## config.mk

```make
export PLATFORM = sky130hd
export DESIGN_NAME = logic_exec_unit
export DESIGN_NICKNAME = d
export VERILOG_FILES = /design/src/rtl/logic_unit_pkg.sv /design/src/rtl/logic_op_core.sv /design/src/rtl/logic_exec_unit.sv
export SDC_FILE = /design/constraint.sdc
export NUM_CORES = 1
export LEC_CHECK = 0
export ABC_AREA = 1
export CORE_ASPECT_RATIO = 1.2
export CORE_MARGIN = 1.5
export CORE_UTILIZATION = 40
export CTS_BUF_LIST = sky130_fd_sc_hd__clkbuf_16
export CTS_CLUSTER_SIZE = 10
export DETAILED_ROUTE_END_ITERATION = 16
export PLACE_DENSITY_LB_ADDON = 0.15
export SYNTH_ARGS = -nofsm -noshare
export SYNTH_HDL_FRONTEND = slang
export SYNTH_SLANG_ARGS = --single-unit
```

## constraint.sdc

```tcl
create_clock -name clk -period 3.7 [get_ports clk]
set_input_delay 0.74 -clock clk [delete_from_list [all_inputs] [get_ports clk]]
set_output_delay 0.74 -clock clk [all_outputs]
set_load 0.005 [all_outputs]
```

## src/rtl/logic_unit_pkg.sv

```systemverilog
// Shared definitions for the logic execution unit: opcodes, FSM states and
// the default operand width.
package logic_unit_pkg;

    localparam int WIDTH_DEF = 16;

    typedef enum logic [2:0] {
        OP_AND  = 3'd0,
        OP_OR   = 3'd1,
        OP_XOR  = 3'd2,
        OP_NOTA = 3'd3,
        OP_NAND = 3'd4,
        OP_NOR  = 3'd5,
        OP_SHL  = 3'd6,
        OP_SHR  = 3'd7
    } opcode_t;

    typedef enum logic [1:0] {
        ST_IDLE  = 2'd0,
        ST_SHIFT = 2'd1,
        ST_DONE  = 2'd2
    } state_t;

endpackage

```

## src/rtl/logic_op_core.sv

```systemverilog
// Combinational bitwise operation core. Shift opcodes yield the zero-extended
// operand A, which is the correct result for a shift amount of zero.
module logic_op_core
    import logic_unit_pkg::*;
#(
    parameter  int WIDTH     = WIDTH_DEF,
    localparam int OUT_WIDTH = 2 * WIDTH
) (
    input  logic [WIDTH-1:0]     in_a,
    input  logic [WIDTH-1:0]     in_b,
    input  logic [2:0]           opcode,
    output logic [OUT_WIDTH-1:0] result
);

    logic [WIDTH-1:0] bit_res_s;

    // Select the WIDTH-bit operation result
    always_comb begin
        bit_res_s = {WIDTH{1'b0}};
        case (opcode)
            OP_AND:  bit_res_s = in_a & in_b;
            OP_OR:   bit_res_s = in_a | in_b;
            OP_XOR:  bit_res_s = in_a ^ in_b;
            OP_NOTA: bit_res_s = ~in_a;
            OP_NAND: bit_res_s = ~(in_a & in_b);
            OP_NOR:  bit_res_s = ~(in_a | in_b);
            OP_SHL:  bit_res_s = in_a;
            OP_SHR:  bit_res_s = in_a;
            default: bit_res_s = {WIDTH{1'b0}};
        endcase
    end

    assign result = {{WIDTH{1'b0}}, bit_res_s};

endmodule

```

## src/rtl/logic_exec_unit.sv

```systemverilog
// Logic execution unit: single-cycle bitwise ops and bit-serial shifts with a
// valid/ready handshake on both sides.
module logic_exec_unit
    import logic_unit_pkg::*;
#(
    parameter  int WIDTH     = WIDTH_DEF,
    localparam int OUT_WIDTH = 2 * WIDTH,
    localparam int SHW       = $clog2(WIDTH)
) (
    input  logic                 clk,
    input  logic                 rst,
    input  logic                 in_valid,
    output logic                 in_ready,
    input  logic [WIDTH-1:0]     in_a,
    input  logic [WIDTH-1:0]     in_b,
    input  logic [2:0]           opcode,
    output logic                 out_valid,
    input  logic                 out_ready,
    output logic [OUT_WIDTH-1:0] out_logic,
    output logic                 out_zero,
    output logic                 busy
);

    state_t                 state_q, state_d;
    logic [SHW-1:0]         cnt_q, cnt_d;
    logic [OUT_WIDTH-1:0]   work_q, work_d;
    logic                   dir_q, dir_d;
    logic [OUT_WIDTH-1:0]   out_logic_q, out_logic_d;
    logic                   out_zero_q, out_zero_d;

    logic [OUT_WIDTH-1:0]   core_res_s;
    logic [OUT_WIDTH-1:0]   shifted_s;
    logic [SHW-1:0]         shamt_s;
    logic                   is_shift_s;

    logic_op_core #(.WIDTH(WIDTH)) u_core (
        .in_a   (in_a),
        .in_b   (in_b),
        .opcode (opcode),
        .result (core_res_s)
    );

    assign shamt_s    = in_b[SHW-1:0];
    assign is_shift_s = (opcode == OP_SHL) || (opcode == OP_SHR);
    // dir_q high selects a right shift
    assign shifted_s  = dir_q ? (work_q >> 1'b1) : (work_q << 1'b1);

    // Next-state and datapath update
    always_comb begin
        state_d     = state_q;
        cnt_d       = cnt_q;
        work_d      = work_q;
        dir_d       = dir_q;
        out_logic_d = out_logic_q;
        out_zero_d  = out_zero_q;
        case (state_q)
            ST_IDLE: begin
                if (in_valid) begin
                    if (is_shift_s && (shamt_s != {SHW{1'b0}})) begin
                        state_d = ST_SHIFT;
                        work_d  = {{WIDTH{1'b0}}, in_a};
                        cnt_d   = shamt_s;
                        dir_d   = (opcode == OP_SHR);
                    end else begin
                        state_d     = ST_DONE;
                        out_logic_d = core_res_s;
                        out_zero_d  = (core_res_s == {OUT_WIDTH{1'b0}});
                    end
                end else begin
                    state_d = ST_IDLE;
                end
            end
            ST_SHIFT: begin
                work_d = shifted_s;
                cnt_d  = cnt_q - {{(SHW-1){1'b0}}, 1'b1};
                if (cnt_q == {{(SHW-1){1'b0}}, 1'b1}) begin
                    state_d     = ST_DONE;
                    out_logic_d = shifted_s;
                    out_zero_d  = (shifted_s == {OUT_WIDTH{1'b0}});
                end else begin
                    state_d = ST_SHIFT;
                end
            end
            ST_DONE: begin
                if (out_ready) begin
                    state_d = ST_IDLE;
                end else begin
                    state_d = ST_DONE;
                end
            end
            default: begin
                state_d = ST_IDLE;
            end
        endcase
    end

    // State and datapath registers
    always_ff @(posedge clk or posedge rst) begin
        if (rst) begin
            state_q     <= ST_IDLE;
            cnt_q       <= {SHW{1'b0}};
            work_q      <= {OUT_WIDTH{1'b0}};
            dir_q       <= 1'b0;
            out_logic_q <= {OUT_WIDTH{1'b0}};
            out_zero_q  <= 1'b1;
        end else begin
            state_q     <= state_d;
            cnt_q       <= cnt_d;
            work_q      <= work_d;
            dir_q       <= dir_d;
            out_logic_q <= out_logic_d;
            out_zero_q  <= out_zero_d;
        end
    end

    assign in_ready  = (state_q == ST_IDLE);
    assign busy      = (state_q != ST_IDLE);
    assign out_valid = (state_q == ST_DONE);
    assign out_logic = out_logic_q;
    assign out_zero  = out_zero_q;

endmodule

```

* After elaboration in Yosys (flattened, before gate mapping) *
Cells that the tools add are included.

cells by class
  reduce and logical (&&, ||, !) cells = 13
  bitwise logic cells = 6
  mux-type cells = 21
  add/sub/neg operators = 1
  equality and inequality tests = 14

operators by type and width
  kind                   count
  $mux W32               6
  $pmux W32 S2           2
  $pmux W16 S7           1
  $logic_not A32 Y1      2
  $not A16 Y16           3
  $and A16 B16 Y16       1
  $or A16 B16 Y16        1
  $xor A16 B16 Y16       1
  $eq A3 B3 Y1 const B   4
  $mux W2                4
  $mux W4                2
  $pmux W4 S2            1
  $eq A3 B2 Y1 const B   2
  $ne A2 B2 Y1 const B   3
  $pmux W2 S3            1
  $reduce_and A3 Y1      2
  $eq A4 B1 Y1 const B   1
  $reduce_and A4 Y1      1
  $reduce_bool A2 Y1     2
  $reduce_bool A4 Y1     1
  $sub A4 B1 Y4 const B  1
  $eq A3 B1 Y1 const B   1
  $logic_not A3 Y1       1
  $mux W1                3
  8 further kinds        8

word-level totals
  output and inout bits = 36
  register bits = 72
  logic and storage cells = 61
  bits of input ports = 39

* Depth between registers and ports, before layout *
Gate-level depths: netlist of the first run.

  depth after elaboration = 7
  gate-level depth with buffers = 13
  gate-level depth less buffers = 12

* By module *
Synthesis of the first run repeated with hierarchy kept, for this count alone.

second synthesis, totals
  cells, all modules = 865
  area, all modules = 5,709.2 um^2

by module, submodules not included
  module           area each (um^2)  sequential area each (um^2)  cells each  times used
  logic_exec_unit  3,854.9           1,803.0                      516         1
  logic_op_core    1,854.3           0.0                          349         1

* Worst setup path before layout of the first run *
No wires, ideal clock.

  path kind = input -> register
  start point = input opcode[0]
  end point = register out_zero_q, in the netlist out_zero
  path buffers = 2
  library setup time = 73 ps
  data arrival time = 1,906 ps
  data required time = 3,627 ps
  setup slack = 1,721 ps
  cell stages on the path = 11
  path through = clkbuf_2 > nor2_1 > nand2_1 > inv_2 > buf_2 > nand2_1 > o21ai_1 > nand3_1 > nor2_1 > nand3_1 > a21oi_1

between the ends
  cells in the longest elaborated chain, start to end = 7
  elaborated cells on any way between the ends = 18
  classes of those cells = eq/ne: 8; mux: 4; reduce/logical: 6

RTL lines
  element                            line                                        RTL
  start: declaration                 logic_exec_unit.sv:16                       input logic [2:0] opcode,
  $eq A3 B3 Y1                       logic_op_core.sv:20, logic_exec_unit.sv:44
  $reduce_or A2 Y1 (no source line)  -
  $pmux W16 S7                       logic_op_core.sv:20                         case (opcode)
  $logic_not A32 Y1                  logic_exec_unit.sv:67                       out_zero_d = (core_res_s == {OUT_WIDTH{1'b0}});
  $mux W1                            logic_exec_unit.sv:59                       if (is_shift_s && (shamt_s != {SHW{1'b0}})) begin
  $mux W1                            logic_exec_unit.sv:58                       if (in_valid) begin
  $pmux W1 S2                        logic_exec_unit.sv:56                       case (state_q)
  end signal: assignment             logic_exec_unit.sv:112                      out_zero_q <= out_zero_d;
  end: declaration                   logic_exec_unit.sv:29                       logic out_zero_q, out_zero_d;

Parallel ways exist; a longest one is shown, timed or not. The select of a mux whose other input is x is not followed.
A chain may end at the register's enable or synchronous reset.

* Worst setup path in the final report of the first run *
  start point = input opcode[1]
  end point = register out_logic_q[6], in the netlist out_logic[6]

between the ends
  cells in the longest elaborated chain, start to end = 6
  elaborated cells on any way between the ends = 17
  classes of those cells = eq/ne: 8; mux: 4; reduce/logical: 5

RTL lines
  element                            line                                        RTL
  $eq A3 B3 Y1                       logic_op_core.sv:20, logic_exec_unit.sv:44
  $reduce_or A2 Y1 (no source line)  -
  $pmux W16 S7                       logic_op_core.sv:20
  $mux W32                           logic_exec_unit.sv:59
  $mux W32                           logic_exec_unit.sv:58
  $pmux W32 S2                       logic_exec_unit.sv:56
  end signal: assignment             logic_exec_unit.sv:104                      out_logic_q <= {OUT_WIDTH{1'b0}};
  end signal: assignment             logic_exec_unit.sv:111                      out_logic_q <= out_logic_d;
  end: declaration                   logic_exec_unit.sv:28                       logic [OUT_WIDTH-1:0] out_logic_q, out_logic_d;

Parallel ways exist; a longest one is shown, timed or not. The select of a mux whose other input is x is not followed.

==> flow_summary.yaml, run 1 <==
outcome:
  status: "completed"
floorplan:
  core_mm2: 0.0126
  initial_core_util: 0.406
  fp-row-count: 45
  dieArea_mm2: 0.0134
  ios: 75
  die_w_um: 106
  die_y_um: 127
cells_and_area:
  nFillCells: 1282
  final_common_cell: "nand2_1"
  area_growth_pct: 23.0
  multiInputGateArea_mm2: 0.00274
  final_nets: 885
  regArea_mm2: 0.00180
  layout-drive-gt1-share: 0.0661
  final_cell_mix: "175 x nand2_1, 106 x o21ai_0, 102 x inv_1, 78 x nor2_1, 74 x clkdlybuf4s50_1"
  antenna_cells: 0
clocking:
  clkLatencyLatePin_ns: 0.33
  htree_levels: 3
  cts-root-buf: "clkbuf_16"
  cts_resized: 0
  post_cts_buffers: 0
  cts_buffers: 9
  clock_path_buffers: 2
  cts_tree: "built"
  cts_hold_buffers: 0
  clkTransAtPathRegs_ns: 0.05
  cts_sinks: 72
logic_synthesis:
  yosys-top-cells-area: "dfrtp_1 35%, nand2_1 13%, o21ai_0 10%"
  synth-edff-count: 0
  synth_nets: 823
  async_flop_share: 1.00
  netlist_instances: 750
  synth_cell_types: 30
  ys.warnings.count: 0
  syn_avg_cell_area_um2: 6.79
  syn_area_mm2: 0.00509
  yosysSeqAreaShare: 0.354
  synth-main-ff-cell: "dfrtp_1"
  ys_ff_latch: 72
  yosys.area.top_type: "dfrtp_1"
  synth_top_area_frac: 0.349
global_routing:
  grt_start_max_net_pins: 57
  grt_pass1_vias: 4829
  antenna_found_initial: 0
  grt_pass1_wl_um: 24500
  overflow: 0
  grt_usage: 0.230
hold_path:
  hold_class: "flop to flop"
  hold_start: "out_logic[10]"
sta:
  max-slew-margin-rel: 0.367
  maxSlewViolCount: 0
  setup_violations: 0
  max_clock_freq_mhz: 333
  period_needed_ns: 3.00
  rsz0062_at_grt: "false"
  whs_ns: 0.479
  hold_viol_final: 0
  tightest_slew_ns: 0.950
  skew_ns: 0.00990
  post-route-period-util: 0.811
  setup_tns_ns: 0
detailed_routing:
  top_layer: "met4"
  postRouteAntennaNets: 0
  drt_wl_total_um: 14800
  routedWlPerCell_um: 15.1
  vias_per_cell: 5.14
  drc: 0
  vias: 5038
  dr_wl_met2_um: 7280
  wl_met3_um: 603
  drt_iter0_drc: 322
  first_pass_iters: 5
  wl_met1_um: 6660
critical_path:
  cp-startpoint: "opcode[1]"
  r2r_start: "dir_q"
  crit_path_start_kind: "input pin"
  worst-setup-path-type: "input pin to flop"
  worstPathArrival_ns: 3.22
  cp-end-kind: "flop"
  cp.required_ns: 3.92
  cp_max_fo: 31
place:
  dpl.hpwl_um: 11100
  gp_congestion: 0.957
  io_buffers: 74
flow_run:
  maxCapViolations: 0
power:
  power_density_mw_per_mm2: 640
  ir_drop_v: 0.000334
  p_leak_nw: 2.96
-- layout make-up --
type                       count  area share
multi-input combinational    536       0.438
sequential                    72       0.288
timing repair buffer          88       0.139
inverter                     105      0.0629
clock buffer                   9      0.0359
tap                          164      0.0327
clock inverter                 7     0.00419
-- metal layers --
metal | vias up | GRT usage
li1 | 2539 | -
met5 | - | 0
met3 | 22 | 0.0272
met2 | 138 | 0.392
met1 | 2339 | 0.304
met4 | 0 | 0.0763
-- synth_stat cells, types with 6 or more instances --
library cell	count
a21oi_1	14
a31oi_1	16
buf_2	14
clkbuf_1	20
dfrtp_1	71
ha_1	34
inv_1	99
inv_2	6
nand2_1	175
nand3_1	53
nand4_1	13
nor2_1	78
o21ai_0	106
o21ai_1	8
or2_2	18
-- state kept, by name, summed over array words and instances (netlist names) --
| name | cells |
|---|---|
| out_logic | 32 |
| work_q | 32 |
| cnt_q | 4 |
| state_q | 2 |
| dir_q | 1 |
| out_zero | 1 |
-- kinds of logic (layout without fill, tap and decap cells) --
kind of cell	after synthesis	after routing	synth area share
buf+inv	142	209	0.110
compound gates	153	153	0.160
simple gates	349	349	0.293
fa+ha+maj	34	34	0.0835
flops	72	72	0.354
-- worst max-delay path: stages --
cell and delay [ns]:
clkdlybuf4s50_1 0.59, nand2_2 0.30, a41oi_2 0.08, nand2_1 0.19
nand3_2 0.50, inv_2 0.50, o211ai_1 0.16, o21a_1 0.14
-- path summary, 6_finish.rpt --
check / endpoint / slack, ns / depth (start not counted)
setup / recovery: out_logic[6] / 0.70 / 8
hold / removal: out_logic[10] / 0.48 / 2
setup reg to reg: out_zero / 1.27 / 9
hold reg to reg: out_logic[10] / 0.48 / 2
max in group asynchronous: out_zero / 2.12 / 3
min in group asynchronous: out_logic[29] / 0.85 / 2
-- where the power goes --
part	internal (W)	switching, W	leakage [nW]
clock network	0.000436	0.000297	0.137
logic	0.000789	0.00114	1.91
registers	0.00113	0.000222	0.913
total	0.00236	0.00166	2.96
-- through the flow --
step,setup WS (ns),cells,power [W],instance area [um2],utilization
floorplan,1.14,750,0.00251,5090,-
global placement,0.332,965,0.00325,6020,0.479
detailed placement,0.364,965,0.00329,6020,0.479
CTS,0.703,981,0.00405,6270,0.499
global route,0.508,981,0.00437,6270,0.499
finish,0.699,981,0.00401,6270,0.499
No activity file was read; power rests on OpenSTA's default activity.
==> run 2, diff against run 1 <==
==> constraint.sdc (replaced) <==
create_clock -name clk -period 2.69 [get_ports clk]
set_input_delay 0.538 -clock clk [delete_from_list [all_inputs] [get_ports clk]]
set_output_delay 0.538 -clock clk [all_outputs]
set_load 0.005 [all_outputs]
==> run 2 against run 1 <==
  * Hold slack lost 0.0022 ns
  * Cell area grew 2.4%
  * Critical endpoint is now out_zero
  * Largest power group unchanged
  * Global-route usage grew 0.30 points
  * Via count shrank 0.48%
  * First-iteration DRC count shrank 4.7%
  * Wire length grew 0.11%
  * Register-to-register slack lost 0.51 ns
==> flow_summary.yaml, run 2 (same netlist as run 1, synthesis figures left out) <==
place:
  place_ws_ns: -0.145
  gp_congestion: 0.884
  io_buffers: 74
  dpl.hpwl_um: 11600
clocking:
  cts_hold_buffers: 0
  clkTransAtPathRegs_ns: 0.05
  cts-root-buf: "clkbuf_16"
  cts_resized: 0
  clkLatencyLatePin_ns: 0.33
  clock_path_buffers: 2
  cts_buffers: 9
  cts_sinks: 72
  cts_tree: "built"
  htree_levels: 3
  post_cts_buffers: 0
sta:
  max_clock_freq_mhz: 420
  fin_ws_ns: 0.312
  period_needed_ns: 2.38
  maxSlewViolCount: 0
  whs_ns: 0.477
  setup_tns_ns: 0
  tightest_slew_ns: 0.653
  hold_viol_final: 0
  skew_ns: 0.00462
  post-route-period-util: 0.884
  max-slew-margin-rel: 0.564
  setup_violations: 0
  rsz0062_at_grt: "false"
hold_path:
  hold_class: "flop to flop"
  hold_start: "out_logic[19]"
critical_path:
  cp-startpoint: "opcode[1]"
  worstPathArrival_ns: 2.64
  critPathMostFrequentCell: "nor2_1"
  crit_path_start_kind: "input pin"
  cp-end-kind: "flop"
  r2r_start: "state_q[1]"
  rr_endpoint: "out_zero"
  reg2reg_depth: 9
  worst-setup-path-type: "input pin to flop"
  crit_chain: "clkdlybuf4s50_1, inv_2, nand3_1, buf_4, nor2_1, nor2_1, nand2_1, nor2_1, nand3_1, nor2_1, nand3_1, a21oi_1"
  critical-path-max-stage-delay_ns: 0.59
  cp.required_ns: 2.95
  crit_path_end: "out_zero"
  crit_slowest_cell: "clkdlybuf4s50_1"
  reg2reg_slack_ns: 0.76
  cp_max_fo: 6
cells_and_area:
  final_nets: 901
  regArea_mm2: 0.00180
  nFillCells: 1264
  final_cell_mix: "175 x nand2_1, 106 x o21ai_0, 100 x inv_1, 77 x nor2_1, 74 x clkdlybuf4s50_1"
  layout-drive-gt1-share: 0.0854
  area_growth_pct: 26.0
  final_common_cell: "nand2_1"
  multiInputGateArea_mm2: 0.00275
  antenna_cells: 0
detailed_routing:
  first_pass_iters: 5
  routedWlPerCell_um: 14.9
  vias: 5014
  drt_iter0_drc: 307
  postRouteAntennaNets: 0
  drc: 0
  drt_wl_total_um: 14900
  vias_per_cell: 5.04
floorplan:
  ios: 75
  initial_core_util: 0.406
  die_w_um: 106
  dieArea_mm2: 0.0134
  die_y_um: 127
  fp-row-count: 45
  core_mm2: 0.0126
global_routing:
  grt_pass1_vias: 4939
  grt_pass1_wl_um: 24700
  overflow: 0
  antenna_found_initial: 0
  grt_start_max_net_pins: 37
  grt_usage: 0.233
power:
  ir_drop_v: 0.000449
  power_density_mw_per_mm2: 869
  p_leak_nw: 3.04
flow_run:
  maxCapViolations: 0
outcome:
  status: "completed"
-- run 2: cell count changes in the layout (fill, tap and decap cells not counted), sizes merged --
cell,previous run,this run
buf,14,30
inv,109,107
-- run 2: how the worst min path moves through the flow --
stage / to / slack, ns / cells past startpoint
global placement: out_logic[21] / 0.46 / 2
global route: out_logic[21] / 0.51 / 2
finish: out_logic[19] / 0.48 / 2
detailed placement: out_logic[19] / 0.47 / 2
floorplan: out_logic[0] / 0.48 / 2
CTS: out_logic[19] / 0.49 / 2
-- run 2: critical path, delay by kind of cell --
kind | cells | cell delay, ns
AOI/OAI and AO/OA | 1 | 0.13
buffers and inverters | 3 | 0.85
and+or+nand+nor | 8 | 1.11
-- run 2: power by group --
part	internal [W]	switching [W]	total [W]	leakage [nW]
sequential	0.00156	0.000269	0.00183	0.913
combinational	0.00115	0.00161	0.00276	2.00
clock	0.000596	0.000404	0.000999	0.126
-- run 2: final cells by class --
type                    count  area share
clock buffers               9      0.0351
flip-flops and latches     72       0.281
inverters                 105      0.0614
multi-input cells         536       0.428
clock inverters             5     0.00292
repair buffers            104       0.160
well taps                 164      0.0320
-- run 2: layer usage --
layer	global-route usage	wire length (um)
met1	0.297	6660
met5	0	0
met4	0.0739	259
met2	0.410	7420
met3	0.0283	511
-- run 2: stage by stage --
stage               total power (W)   util  cells  area (um2)
global route                0.00607  0.511    995        6420
global placement            0.00457  0.492    981        6170
CTS                         0.00564  0.511    995        6420
floorplan                   0.00345      -    750        5090
detailed placement          0.00460  0.492    981        6170
finish                      0.00558  0.511    995        6420
